==> src/rtl/memoria_pkg.sv <==
// Shared definitions for the memory-game controller.
// Card encoding: bits [4:2] symbol (0..7), bits [1:0] state (hidden, selected, matched).
// Holds the board types, card-state constants, winner encoding, the turn FSM state
// type and a helper that derives the winner from the two scores.
package memoria_pkg;

  localparam int N_CARTAS = 16;
  localparam int N_PARES  = 8;

  localparam logic [1:0] CARTA_OCULTA = 2'b00;
  localparam logic [1:0] CARTA_SEL    = 2'b01;
  localparam logic [1:0] CARTA_PAR    = 2'b10;

  localparam logic [1:0] GANA_J0 = 2'b00;
  localparam logic [1:0] GANA_J1 = 2'b01;
  localparam logic [1:0] EMPATE  = 2'b10;

  typedef logic [4:0] carta_t;
  typedef carta_t [0:N_CARTAS-1] tablero_t;

  typedef enum logic [3:0] {
    ST_IDLE       = 4'd0,
    ST_PICK1_GO   = 4'd1,
    ST_PICK1_WAIT = 4'd2,
    ST_PICK2_GO   = 4'd3,
    ST_PICK2_WAIT = 4'd4,
    ST_SHOW       = 4'd5,
    ST_RESOLVE    = 4'd6,
    ST_TIMEOUT    = 4'd7,
    ST_GAME_OVER  = 4'd8
  } estado_t;

  function automatic logic [1:0] calc_ganador(input logic [3:0] p0, input logic [3:0] p1);
    logic [1:0] g;
    if (p0 > p1) begin
      g = GANA_J0;
    end else if (p1 > p0) begin
      g = GANA_J1;
    end else begin
      g = EMPATE;
    end
    return g;
  endfunction

endpackage

==> src/rtl/controlador_turnos_if.sv <==
// Handshake bundle between the turn controller and the card selector.
//   sel_start : controller -> selector, one-cycle pulse starting a selection round
//   arr_in    : controller -> selector, current board
//   sel_done  : selector -> controller, one-cycle done pulse
//   sel_arr   : selector -> controller, board with the newly selected card
interface controlador_turnos_if;
  import memoria_pkg::*;

  logic     sel_start;
  tablero_t arr_in;
  logic     sel_done;
  tablero_t sel_arr;

  modport master (output sel_start, output arr_in, input sel_done, input sel_arr);
  modport slave  (input sel_start, input arr_in, output sel_done, output sel_arr);

endinterface

==> src/rtl/detector_cambio.sv <==
// Combinational search for the lowest card index whose encoding differs between two boards.
//   a_i, b_i : boards to compare
//   idx_o    : lowest differing index (0 when none)
//   valid_o  : high when at least one card differs
module detector_cambio
  import memoria_pkg::*;
(
  input  tablero_t   a_i,
  input  tablero_t   b_i,
  output logic [3:0] idx_o,
  output logic       valid_o
);

  // Scan from the top down so the lowest differing index is the last one written.
  always_comb begin
    idx_o   = 4'd0;
    valid_o = 1'b0;
    for (int i = N_CARTAS - 1; i >= 0; i--) begin
      idx_o   = (a_i[i] != b_i[i]) ? 4'(i) : idx_o;
      valid_o = valid_o | (a_i[i] != b_i[i]);
    end
  end

endmodule

==> src/rtl/controlador_turnos.sv <==
// Turn controller for the 16-card memory game. Owns the board, requests two picks per
// turn from the selector, shows them, resolves match/mismatch, keeps two scores, enforces
// a per-turn timeout and reports the winner.
//   clk, rst      : clock, asynchronous active-low reset
//   start_game    : one-cycle pulse, (re)starts a game from tablero_init
//   sel_bus       : selector handshake (sel_start, arr_in, sel_done, sel_arr)
//   tablero       : current board (also fed to the renderer)
//   jugador       : player on turn
//   puntos_j0/j1  : pairs won per player
//   turno_timeout : one-cycle pulse when a turn expires
//   game_over     : high in the game-over state; ganador valid alongside it
module controlador_turnos
  import memoria_pkg::*;
#(
  parameter int TURN_CYCLES = 750_000_000,
  parameter int SHOW_CYCLES = 50_000_000
) (
  input  logic                        clk,
  input  logic                        rst,
  input  logic                        start_game,
  input  tablero_t                    tablero_init,
  controlador_turnos_if.master        sel_bus,
  output tablero_t                    tablero,
  output logic                        jugador,
  output logic [3:0]                  puntos_j0,
  output logic [3:0]                  puntos_j1,
  output logic                        turno_timeout,
  output logic                        game_over,
  output logic [1:0]                  ganador
);

  localparam int TW = (TURN_CYCLES > 1) ? $clog2(TURN_CYCLES) : 1;
  localparam int SW = (SHOW_CYCLES > 1) ? $clog2(SHOW_CYCLES) : 1;

  estado_t       state_q, state_d;
  tablero_t      tablero_q, tablero_d;
  logic          jugador_q, jugador_d;
  logic [3:0]    p0_q, p0_d, p1_q, p1_d, pares_q, pares_d;
  logic [TW-1:0] timer_q, timer_d;
  logic [SW-1:0] show_q, show_d;
  logic [3:0]    idx1_q, idx1_d, idx2_q, idx2_d;
  logic          sel_start_q, sel_start_d, timeout_q, timeout_d, go_q, go_d;
  logic [1:0]    ganador_q, ganador_d;
  logic [3:0]    det_idx;
  logic          det_valid;

  detector_cambio u_det (
    .a_i     (tablero_q),
    .b_i     (sel_bus.sel_arr),
    .idx_o   (det_idx),
    .valid_o (det_valid)
  );

  // Next-state, board update and registered-output decode.
  always_comb begin
    state_d   = state_q;
    tablero_d = tablero_q;
    jugador_d = jugador_q;
    p0_d      = p0_q;
    p1_d      = p1_q;
    pares_d   = pares_q;
    timer_d   = timer_q;
    show_d    = show_q;
    idx1_d    = idx1_q;
    idx2_d    = idx2_q;
    if (start_game) begin
      tablero_d = tablero_init;
      p0_d      = 4'd0;
      p1_d      = 4'd0;
      jugador_d = 1'b0;
      pares_d   = 4'(N_PARES);
      timer_d   = '0;
      state_d   = ST_PICK1_GO;
    end else begin
      case (state_q)
        ST_IDLE:      state_d = ST_IDLE;
        // Timer is cleared on entry to a new turn, not here, so a retried first pick
        // keeps the turn clock running.
        ST_PICK1_GO:  state_d = ST_PICK1_WAIT;
        ST_PICK2_GO:  state_d = ST_PICK2_WAIT;
        ST_PICK1_WAIT, ST_PICK2_WAIT: begin
          timer_d = timer_q + TW'(1);
          if (sel_bus.sel_done) begin
            // No change, or a matched card picked: drop the result and ask again.
            if (!det_valid || (tablero_q[det_idx][1:0] == CARTA_PAR)) begin
              state_d = (state_q == ST_PICK1_WAIT) ? ST_PICK1_GO : ST_PICK2_GO;
            end else begin
              // Only state bits are taken from the selector; symbols stay as loaded.
              for (int i = 0; i < N_CARTAS; i++) begin
                tablero_d[i] = {tablero_q[i][4:2], sel_bus.sel_arr[i][1:0]};
              end
              if (state_q == ST_PICK1_WAIT) begin
                idx1_d  = det_idx;
                state_d = ST_PICK2_GO;
              end else begin
                idx2_d  = det_idx;
                show_d  = '0;
                state_d = ST_SHOW;
              end
            end
          end else if (timer_q == TW'(TURN_CYCLES - 1)) begin
            state_d = ST_TIMEOUT;
          end else begin
            state_d = state_q;
          end
        end
        ST_TIMEOUT: begin
          for (int i = 0; i < N_CARTAS; i++) begin
            tablero_d[i][1:0] = (tablero_q[i][1:0] == CARTA_SEL) ? CARTA_OCULTA : tablero_q[i][1:0];
          end
          jugador_d = ~jugador_q;
          timer_d   = '0;
          state_d   = ST_PICK1_GO;
        end
        ST_SHOW: begin
          if (show_q == SW'(SHOW_CYCLES - 1)) begin
            state_d = ST_RESOLVE;
          end else begin
            show_d = show_q + SW'(1);
          end
        end
        ST_RESOLVE: begin
          timer_d = '0;
          if (tablero_q[idx1_q][4:2] == tablero_q[idx2_q][4:2]) begin
            tablero_d[idx1_q][1:0] = CARTA_PAR;
            tablero_d[idx2_q][1:0] = CARTA_PAR;
            if (jugador_q) begin
              p1_d = (p1_q == 4'(N_PARES)) ? p1_q : p1_q + 4'd1;
            end else begin
              p0_d = (p0_q == 4'(N_PARES)) ? p0_q : p0_q + 4'd1;
            end
            pares_d = pares_q - 4'd1;
            state_d = (pares_q == 4'd1) ? ST_GAME_OVER : ST_PICK1_GO;
          end else begin
            tablero_d[idx1_q][1:0] = CARTA_OCULTA;
            tablero_d[idx2_q][1:0] = CARTA_OCULTA;
            jugador_d = ~jugador_q;
            state_d   = ST_PICK1_GO;
          end
        end
        ST_GAME_OVER: state_d = ST_GAME_OVER;
        default:      state_d = ST_IDLE;
      endcase
    end
    sel_start_d = (state_d == ST_PICK1_GO) || (state_d == ST_PICK2_GO);
    timeout_d   = (state_d == ST_TIMEOUT);
    go_d        = (state_d == ST_GAME_OVER);
    ganador_d   = go_d ? calc_ganador(p0_d, p1_d) : 2'b00;
  end

  // State, datapath and output registers.
  always_ff @(posedge clk or negedge rst) begin
    if (!rst) begin
      state_q     <= ST_IDLE;
      tablero_q   <= '0;
      jugador_q   <= 1'b0;
      p0_q        <= 4'd0;
      p1_q        <= 4'd0;
      pares_q     <= 4'(N_PARES);
      timer_q     <= '0;
      show_q      <= '0;
      idx1_q      <= 4'd0;
      idx2_q      <= 4'd0;
      sel_start_q <= 1'b0;
      timeout_q   <= 1'b0;
      go_q        <= 1'b0;
      ganador_q   <= 2'b00;
    end else begin
      state_q     <= state_d;
      tablero_q   <= tablero_d;
      jugador_q   <= jugador_d;
      p0_q        <= p0_d;
      p1_q        <= p1_d;
      pares_q     <= pares_d;
      timer_q     <= timer_d;
      show_q      <= show_d;
      idx1_q      <= idx1_d;
      idx2_q      <= idx2_d;
      sel_start_q <= sel_start_d;
      timeout_q   <= timeout_d;
      go_q        <= go_d;
      ganador_q   <= ganador_d;
    end
  end

  assign sel_bus.sel_start = sel_start_q;
  assign sel_bus.arr_in    = tablero_q;
  assign tablero           = tablero_q;
  assign jugador           = jugador_q;
  assign puntos_j0         = p0_q;
  assign puntos_j1         = p1_q;
  assign turno_timeout     = timeout_q;
  assign game_over         = go_q;
  assign ganador           = ganador_q;

endmodule
==> src/flat_wrapper.sv <==
// flat-port wrapper written by rule: the top's interface ports become plain ports
module controlador_turnos_flat import memoria_pkg::*;
#(
  parameter int TURN_CYCLES = 750_000_000,
  parameter int SHOW_CYCLES = 50_000_000
)
  (clk, rst, start_game, tablero_init, tablero, jugador, puntos_j0, puntos_j1, turno_timeout, game_over, ganador, sel_bus_sel_start, sel_bus_arr_in, sel_bus_sel_done, sel_bus_sel_arr);
  controlador_turnos_if sel_bus_i ();
  input  logic clk;
  input  logic rst;
  input  logic start_game;
  input  tablero_t tablero_init;
  output tablero_t tablero;
  output logic jugador;
  output logic [3:0] puntos_j0;
  output logic [3:0] puntos_j1;
  output logic turno_timeout;
  output logic game_over;
  output logic [1:0] ganador;
  output wire logic [$bits(sel_bus_i.sel_start)-1:0] sel_bus_sel_start;
  output wire logic [$bits(sel_bus_i.arr_in)-1:0] sel_bus_arr_in;
  input wire logic [$bits(sel_bus_i.sel_done)-1:0] sel_bus_sel_done;
  input wire logic [$bits(sel_bus_i.sel_arr)-1:0] sel_bus_sel_arr;
  assign sel_bus_sel_start = sel_bus_i.sel_start;
  assign sel_bus_arr_in = sel_bus_i.arr_in;
  assign sel_bus_i.sel_done = sel_bus_sel_done;
  assign sel_bus_i.sel_arr = sel_bus_sel_arr;
  controlador_turnos #(.TURN_CYCLES(TURN_CYCLES), .SHOW_CYCLES(SHOW_CYCLES)) u_core (.clk(clk), .rst(rst), .start_game(start_game), .tablero_init(tablero_init), .sel_bus(sel_bus_i), .tablero(tablero), .jugador(jugador), .puntos_j0(puntos_j0), .puntos_j1(puntos_j1), .turno_timeout(turno_timeout), .game_over(game_over), .ganador(ganador));
endmodule
==> config.mk <==
export PLATFORM = sky130hd
export DESIGN_NAME = controlador_turnos_flat
export DESIGN_NICKNAME = d
export VERILOG_FILES = /design/src/rtl/memoria_pkg.sv /design/src/rtl/controlador_turnos_if.sv /design/src/rtl/detector_cambio.sv /design/src/rtl/controlador_turnos.sv /design/src/flat_wrapper.sv
export SDC_FILE = /design/constraint.sdc
export NUM_CORES = 1
export LEC_CHECK = 0
export CAP_MARGIN = 20
export CORE_MARGIN = 3
export CORE_UTILIZATION = 52
export DETAILED_ROUTE_END_ITERATION = 16
export PLACE_DENSITY_LB_ADDON = 0.25
export SKIP_LAST_GASP = 1
export SLEW_MARGIN = 5
export SYNTH_ARGS = -nofsm -noshare
export SYNTH_HDL_FRONTEND = slang
export SYNTH_SLANG_ARGS = --single-unit
==> constraint.sdc <==
create_clock -name clk -period 6.2 [get_ports clk]
set_input_delay 1.86 -clock clk [delete_from_list [all_inputs] [get_ports clk]]
set_output_delay 1.86 -clock clk [all_outputs]
set_load 0.1 [all_outputs]
==> flow_summary.json, run 1 <==
{
  "status": "complete, no violations",
  "wire_per_inst_um": 21.3,
  "synth_nets": 1415,
  "drc_errors": 0,
  "period_share": 0.863,
  "path_class": "input pin to register",
  "cp_common_cell": "nand3_1",
  "mappedNetlistArea_um2": 11400,
  "fmax_mhz": 187,
  "synth.distinct_cells": 69,
  "worstPathMaxFanout": 10,
  "area_growth_pct": 31.5,
  "num_io_pins": 338,
  "cp.required_ps": 6550,
  "cts.clk_slew.worst_paths_ps": 70,
  "p_per_area_nw_per_um2": 278,
  "grt.overflow.total": 0,
  "tightest_slew_ps": 1070,
  "slew_headroom": 0.287,
  "drtIter0Drc": 863,
  "hold_buffers": 0,
  "drive_above_1_share": 0.105,
  "dpl.hpwl_um": 28100,
  "die_x_um": 154,
  "cp-start-kind": "input pin",
  "yosys.area.top_type_share": 0.362,
  "vdd_drop_max_uv": 285,
  "critPathMaxStageDelay_ps": 720,
  "endpoint_kind": "register",
  "dp_slack_ps": 603,
  "ys_async_sr_fraction": 1.00,
  "synth_seq_area_share": 0.365,
  "largest_reg_flops": 80,
  "synth_common_cells": "dfrtp_1, nand2_1, nor2_1",
  "synthFlopType": "dfrtp_1",
  "synth-edff-count": 0,
  "core.rowCount": 53,
  "clock-sinks": 166,
  "skew_ps": 16.0,
  "core_um2": 21300,
  "wl_um": 37400,
  "finalSetupViolations": 0,
  "finalNetCount": 1641,
  "ys_ff_latch": 166,
  "drt-pass1-iter-count": 5,
  "cts_resized": 0,
  "fin_crit_ps": 5350,
  "numCtsBuffers": 17,
  "maxSlewViolCount": 0,
  "rr_worst_depth": 15,
  "crit_arrival_ps": 5700,
  "postCtsSetupRepairBufs": 0,
  "antenna_left": 0,
  "cts_root_buf": "clkbuf_16",
  "portBuffers": 337,
  "fin_tns_setup_ps": 0,
  "synthTopCellsByArea": "dfrtp_1, mux4_2, buf_4",
  "grt_max_degree": 101,
  "yosys.area.top_type": "dfrtp_1",
  "syn_avg_cell_area_um2": 9.21,
  "synthCells": 1238,
  "finalHoldViolCount": 0,
  "setup_ws_ps": 850,
  "antenna_found_initial": 3,
  "path_cells": "clkdlybuf4s50_1 -> xnor2_1 -> nand3_1 -> nor3_2 -> and2_1 -> a21boi_0 -> mux2i_1 -> o2111ai_1 -> nand3_1 -> o21ai_1 -> buf_4 -> a21oi_1 -> a31oi_1",
  "worstHoldPathType": "register to register",
  "cpMaxStageDelayCell": "o21ai_1",
  "yosysMostFrequentCell": "dfrtp_1",
  "start_util": 0.535,
  "clock_latency_ps": 440,
  "gp_congestion": 0.871,
  "grt_usage": 0.312,
  "cts_tree": "done",
  "leakagePower_nw": 5.91,
  "grt_pass1_vias": 10400,
  "die_area_um2": 23700,
  "synth_warnings": 0,
  "hold_depth": 1,
  "rsz0062_at_grt": "false",
  "vias": 10500,
  "vias_per_cell": 5.99,
  "die_y_um": 154,
  "clk_path_buf_depth": 2,
  "grt_pass1_wl_um": 58400,
  "htree_levels": 4,
  "drv_cap": 0
}
## critical path: cells and delay by family
kind / cells / cell delay, ps
multiplexers: 1 / 120
XOR/XNOR: 1 / 290
AND/OR/NAND/NOR: 4 / 1070
buffers and inverters: 2 / 810
AO/OA/AOI/OAI: 5 / 1540
## through the flow
step           cells   util  area, um2  hold WS (ps)  power [mW]
6_report        1755  0.704      15000           492        4.17
5_1_grt         1755  0.704      15000           511        4.31
4_1_cts         1750  0.702      14900           493        4.18
3_5_place_dp    1718  0.673      14300           477        3.10
3_3_place_gp    1718  0.673      14300           467        3.09
2_1_floorplan   1238      -      11400           450        2.66
## power by group
group | total [mW] | internal (mW) | switching, mW | leakage (nW)
clock | 1.08 | 0.547 | 0.534 | 0.295
combinational | 1.77 | 0.494 | 1.27 | 3.48
sequential | 1.32 | 1.16 | 0.165 | 2.14
total | 4.17 | 2.20 | 1.97 | 5.91
## layout by cell type (no fill, tap or decap), types with 40 or more instances in the layout
cell / n
clkdlybuf4s50_1: 335
dfrtp_1: 165
nand2_1: 123
nor2_1: 95
a21oi_1: 88
xor2_1: 63
xnor2_1: 54
o21ai_0: 50
mux2_2: 50
nand3_1: 49
a31oi_1: 40
## layout make-up
class	count	area, um2
Fill cell	1670	6300
Sequential cell	166	4160
Antenna cell	3	7.51
Inverter	32	120
Timing Repair Buffer	350	3510
Clock buffer	17	425
Tap cell	275	344
Multi-Input combinational cell	897	6240
Clock inverter	15	186
## final timing paths
kind                                      from                   endpoint  slack, ps
max                        sel_bus_sel_arr[75]  u_core.sel_bus.arr_in[65]        850
max reg2reg                   u_core.idx1_q[0]          u_core.ganador[1]       1400
min reg2reg                  u_core.show_q[18]          u_core.show_q[18]        490
max in group asynchronous                  rst  u_core.sel_bus.arr_in[70]       3770
min                          u_core.show_q[18]          u_core.show_q[18]        490
min in group asynchronous                  rst  u_core.sel_bus.arr_in[47]       1400
## layer usage
metal,track usage,wire length (um)
met5,0,0
met4,0.107,1160
met3,0.0827,3290
met2,0.480,17400
met1,0.428,15500
## kinds of logic (layout without fill, tap and decap cells)
group           Yosys count  in the layout  share of synthesized area
mux                     102            102                      0.128
fa+ha+maj                13             13                     0.0143
other cells               0              3                          0
flops                   166            166                      0.365
simple gates            418            418                      0.181
xor+xnor                117            117                     0.0899
compound gates          247            247                      0.134
buf+inv                 175            414                     0.0886
No activity file was read; power rests on OpenSTA's default activity.
==> run 2: changes to the inputs <==
- CELL_PAD_IN_SITES_DETAIL_PLACEMENT: not set -> 1
- CELL_PAD_IN_SITES_GLOBAL_PLACEMENT: not set -> 1
- CORE_UTILIZATION: 52 -> 39
- SKIP_CTS_REPAIR_TIMING: not set -> 1
==> flow_summary.json, run 2 (synthesized netlist as in run 1, its figures left out) <==
{
  "place_inst": 1824,
  "num_io_pins": 338,
  "crit_arrival_ps": 5630,
  "start_util": 0.403,
  "p_per_area_nw_per_um2": 279,
  "seqPwrFrac": 0.315,
  "cp-start-kind": "input pin",
  "fin_tns_setup_ps": 0,
  "worstHoldPathType": "register to register",
  "die_area_um2": 31300,
  "core_um2": 28300,
  "clock_latency_ps": 440,
  "die_x_um": 177,
  "grt.overflow.total": 0,
  "grt_usage": 0.271,
  "htree_levels": 4,
  "p_int_mw": 2.23,
  "area_growth_pct": 32.4,
  "switching_power_mw": 1.98,
  "antenna_left": 0,
  "slew_headroom": 0.270,
  "wl_um": 43200,
  "finalSetupViolations": 0,
  "path_buf_inv": 2,
  "vias_per_cell": 5.62,
  "finish.instance_area_um2": 15100,
  "cts.clk_slew.worst_paths_ps": 70,
  "fin_crit_ps": 5350,
  "gp_congestion": 0.910,
  "critPathMaxStageDelay_ps": 570,
  "cts_tree": "done",
  "tightest_slew_ps": 1090,
  "finalHoldViolCount": 0,
  "mostFrequentLayoutCell": "clkdlybuf4s50_1",
  "post_dp_cell_area_um2": 14500,
  "cp.required_ps": 6490,
  "worstSetupStartpoint": "sel_bus_sel_arr[76]",
  "grt_pass1_wl_um": 65600,
  "dpl.hpwl_um": 32700,
  "leakagePower_nw": 5.91,
  "vias": 10400,
  "vdd_drop_max_uv": 146,
  "swShare": 0.469,
  "final_cell_mix": "clkdlybuf4s50_1, dfrtp_1, nand2_1",
  "drt-pass1-iter-count": 5,
  "rsz0062_at_grt": "false",
  "portBuffers": 337,
  "min_from": "u_core.show_q[25]",
  "clk_path_buf_depth": 2,
  "antenna_found_initial": 2,
  "maxSlewViolCount": 0,
  "worstPathMaxFanout": 26,
  "drv_cap": 0,
  "comb_power_share": 0.427,
  "path_delay_family": "simple AND/OR/NAND/NOR gates",
  "finalNetCount": 1644,
  "largest_reg_flops": 80,
  "cpMaxStageDelayCell": "clkdlybuf4s50_1",
  "grt_pass1_vias": 11200,
  "cts_root_buf": "clkbuf_16",
  "die_y_um": 177,
  "path_cells": "clkdlybuf4s50_1 -> xnor2_1 -> nand3_1 -> nor3_2 -> and2_1 -> a21boi_0 -> mux2i_1 -> o2111ai_1 -> nand3_1 -> o21ai_1 -> and2_1 -> buf_4 -> a41oi_1",
  "path_class": "input pin to register",
  "period_share": 0.862,
  "drc_errors": 0,
  "drtIter0Drc": 694,
  "skew_ps": 13.8,
  "instances_no_fill": 1859,
  "clockPowerShare": 0.258,
  "final_util": 0.533,
  "fmax_mhz": 187,
  "wire_per_inst_um": 23.2,
  "numCtsBuffers": 17,
  "core.rowCount": 61,
  "clock-sinks": 166,
  "drive_above_1_share": 0.105,
  "r2r-start": "u_core.idx1_q[0]",
  "grt_max_degree": 87,
  "endpoint_kind": "register",
  "status": "complete, no violations"
}
run 2: changes by cell type in the layout (fill, tap and decap cells not counted), moves of 2 or more:
| cell | change |
|---|---|
| clkbuf_1 | +2 |
| clkinv_8 | -7 |
| clkinvlp_4 | +2 |
| inv_8 | +2 |
| diode_2 | -2 |
| buf_4 | +4 |
run 2: worst reg2reg max path: cells and delay by family (launching register included):
family | cells | cell delay [ps]
multiplexers | 2 | 1010
AND/OR/NAND/NOR | 7 | 1360
flip-flops | 1 | 690
adder cells (fa/ha/maj) | 1 | 190
XOR/XNOR | 2 | 330
AO/OA/AOI/OAI | 3 | 350
buffers and inverters | 2 | 580
run 2: power by group through the flow:
stage | sequential [mW] | clock [mW] | combinational (mW)
after floorplan | 1.75 | 0 | 0.910
after global placement | 1.34 | 0 | 1.78
after detailed placement | 1.35 | 0 | 1.79
after CTS | 1.33 | 1.10 | 1.80
after global routing | 1.34 | 1.14 | 1.86
final | 1.32 | 1.09 | 1.80
run 2: metal layers:
metal	wire, um	vias up	global-route usage
met2	22600	338	0.484
met4	1340	2	0.0956
met1	17100	5235	0.331
met3	2110	61	0.0425
li1	-	4809	-
met5	20	-	0
run 2: area by class of cell:
| type | instances | area, um2 |
|---|---|---|
| Fill cell | 3213 | 13200 |
| Multi-Input combinational cell | 897 | 6240 |
| Sequential cell | 166 | 4160 |
| Timing Repair Buffer | 353 | 3520 |
| Tap cell | 378 | 473 |
| Clock buffer | 20 | 447 |
| Clock inverter | 12 | 131 |
| Inverter | 32 | 120 |
| Antenna cell | 1 | 2.50 |
run 2: path summary, 6_finish.rpt:
path	end	slack, ps	depth (start not counted)
worst max-delay path	u_core.show_q[22]	850	13
worst min-delay path	u_core.show_q[25]	500	1
worst max register to register	u_core.ganador[1]	1590	17
worst min register to register	u_core.show_q[25]	500	1
max in group asynchronous	u_core.show_q[6]	3530	2
min in group asynchronous	u_core.sel_bus.arr_in[74]	1450	1
run 2: stage by stage:
step | hold WS [ps] | setup slack [ps] | power (mW)
after detailed placement | 486 | 525 | 3.14
after global routing | 525 | 634 | 4.35
after floorplan | 450 | 1880 | 2.66
after CTS | 496 | 941 | 4.22
after global placement | 466 | 551 | 3.12
final | 499 | 854 | 4.21
==> run 3: changes to the inputs <==
- ABC_AREA: not set -> 0
- clock period: 6.2 -> 6.6 ns (I/O delays scaled with it)
==> flow_summary.json, run 3 (synthesized netlist as in run 1, its figures left out) <==
{
  "largest_reg_flops": 80,
  "worstSetupStartpoint": "sel_bus_sel_arr[25]",
  "path_delay_family": "simple AND/OR/NAND/NOR gates",
  "cts_root_buf": "clkbuf_16",
  "fmax_mhz": 176,
  "finalSetupViolations": 0,
  "vdd_drop_max_uv": 126,
  "dp_slack_ps": 630,
  "p_per_area_nw_per_um2": 262,
  "finalNetCount": 1644,
  "grt_pass1_wl_um": 66600,
  "finalHoldViolCount": 0,
  "vias_per_cell": 5.72,
  "grt_max_degree": 78,
  "p_total_mw": 3.95,
  "final_cell_mix": "clkdlybuf4s50_1, dfrtp_1, nand2_1",
  "cp_common_cell": "nand3_1",
  "clock-sinks": 166,
  "r2r-start": "u_core.idx2_q[0]",
  "die_y_um": 177,
  "die_x_um": 177,
  "drc_errors": 0,
  "maxSlewViolCount": 0,
  "setup_ws_ps": 923,
  "cp-start-kind": "input pin",
  "numCtsBuffers": 17,
  "dpl.hpwl_um": 33000,
  "skew_ps": 30.2,
  "drive_above_1_share": 0.105,
  "clock_latency_ps": 460,
  "critPathMaxStageDelay_ps": 550,
  "drt-pass1-iter-count": 5,
  "worstHoldPathType": "register to register",
  "start_util": 0.403,
  "antenna_found_initial": 1,
  "multi_input_comb_area_um2": 6240,
  "area_growth_pct": 32.4,
  "num-fill-cells": 3197,
  "slew_headroom": 0.279,
  "vias": 10600,
  "leakagePower_nw": 5.91,
  "path_cells": "clkdlybuf4s50_1 -> xnor2_1 -> nand3_1 -> nor3_1 -> nand4_1 -> o211a_4 -> mux2i_1 -> o2111ai_1 -> nand3_1 -> o21ai_1 -> and2_1 -> buf_4 -> a41oi_1",
  "grt.overflow.total": 0,
  "tightest_slew_ps": 1080,
  "antenna_left": 0,
  "core.rowCount": 61,
  "period_share": 0.860,
  "path_class": "input pin to register",
  "seqCellArea_um2": 4160,
  "endpoint_kind": "register",
  "final_util": 0.533,
  "cts.clk_slew.worst_paths_ps": 70,
  "status": "complete, no violations",
  "num_io_pins": 338,
  "fin_tns_setup_ps": 0,
  "htree_levels": 4,
  "cp.required_ps": 6890,
  "fin_crit_ps": 5680,
  "wire_per_inst_um": 23.5,
  "worstPathMaxFanout": 14,
  "drv_cap": 0,
  "die_area_um2": 31300,
  "crit_arrival_ps": 5960,
  "path_buf_inv": 2,
  "cts_tree": "done",
  "portBuffers": 337,
  "grt_usage": 0.275,
  "grt_pass1_vias": 11100,
  "rsz0062_at_grt": "false",
  "min_from": "u_core.show_q[18]",
  "core_um2": 28300,
  "antenna_cells": 0,
  "clk_path_buf_depth": 2,
  "mostFrequentLayoutCell": "clkdlybuf4s50_1",
  "gp_congestion": 0.903,
  "drtIter0Drc": 585,
  "wl_um": 43600,
  "cpMaxStageDelayCell": "and2_1"
}
run 3: metrics by stage:
| stage | hold WS [ps] | instance area [um2] | cells |
|---|---|---|---|
| 6_report | 495 | 15100 | 1858 |
| 5_1_grt | 513 | 15100 | 1858 |
| 2_1_floorplan | 450 | 11400 | 1238 |
| 3_5_place_dp | 482 | 14500 | 1824 |
| 3_3_place_gp | 467 | 14500 | 1824 |
| 4_1_cts | 492 | 15000 | 1856 |
run 3: cell type report:
| class | instances | area share |
|---|---|---|
| clock buffer | 20 | 0.0289 |
| timing repair buffer | 353 | 0.233 |
| tap | 378 | 0.0313 |
| inverter | 32 | 0.00796 |
| sequential | 166 | 0.275 |
| multi-input combinational | 897 | 0.414 |
| clock inverter | 12 | 0.00921 |
run 3: routing by layer:
metal / share of wire / vias up / track usage
met5: 0.00039 / - / 0
met4: 0.033 / 2 / 0.0998
met3: 0.052 / 85 / 0.0474
met2: 0.52 / 370 / 0.494
met1: 0.39 / 5381 / 0.329
li1: - / 4782 / -
run 3: power breakdown:
group,internal [mW],switching (mW),leakage [nW]
combinational,0.464,1.23,3.49
clock,0.536,0.477,0.281
sequential,1.09,0.156,2.14
total,2.09,1.86,5.91
run 3: path summary, 6_finish.rpt:
path | slack, ps | to | depth (start not counted)
worst max-delay path | 920 | u_core.show_q[25] | 13
worst min-delay path | 490 | u_core.show_q[18] | 1
worst max register to register | 1920 | u_core.ganador[1] | 17
worst min register to register | 490 | u_core.show_q[18] | 1
max in group asynchronous | 3810 | u_core.sel_bus.arr_in[5] | 2
min in group asynchronous | 1540 | u_core.sel_bus.arr_in[61] | 1
run 3: worst reg2reg max path, cell delays in order (launching register included):
cell	delay [ps]
dfrtp_1	730
buf_8	240
mux4_2	530
mux4_2	490
xor2_1	190
nor3_2	170
buf_4	310
nand2_2	170
nor2_2	290
o21ai_0	170
xnor2_1	150
or2_2	300
ha_1	190
nor2b_1	130
o21ai_0	90
nand2b_1	80
a21oi_1	80
nor4_1	280
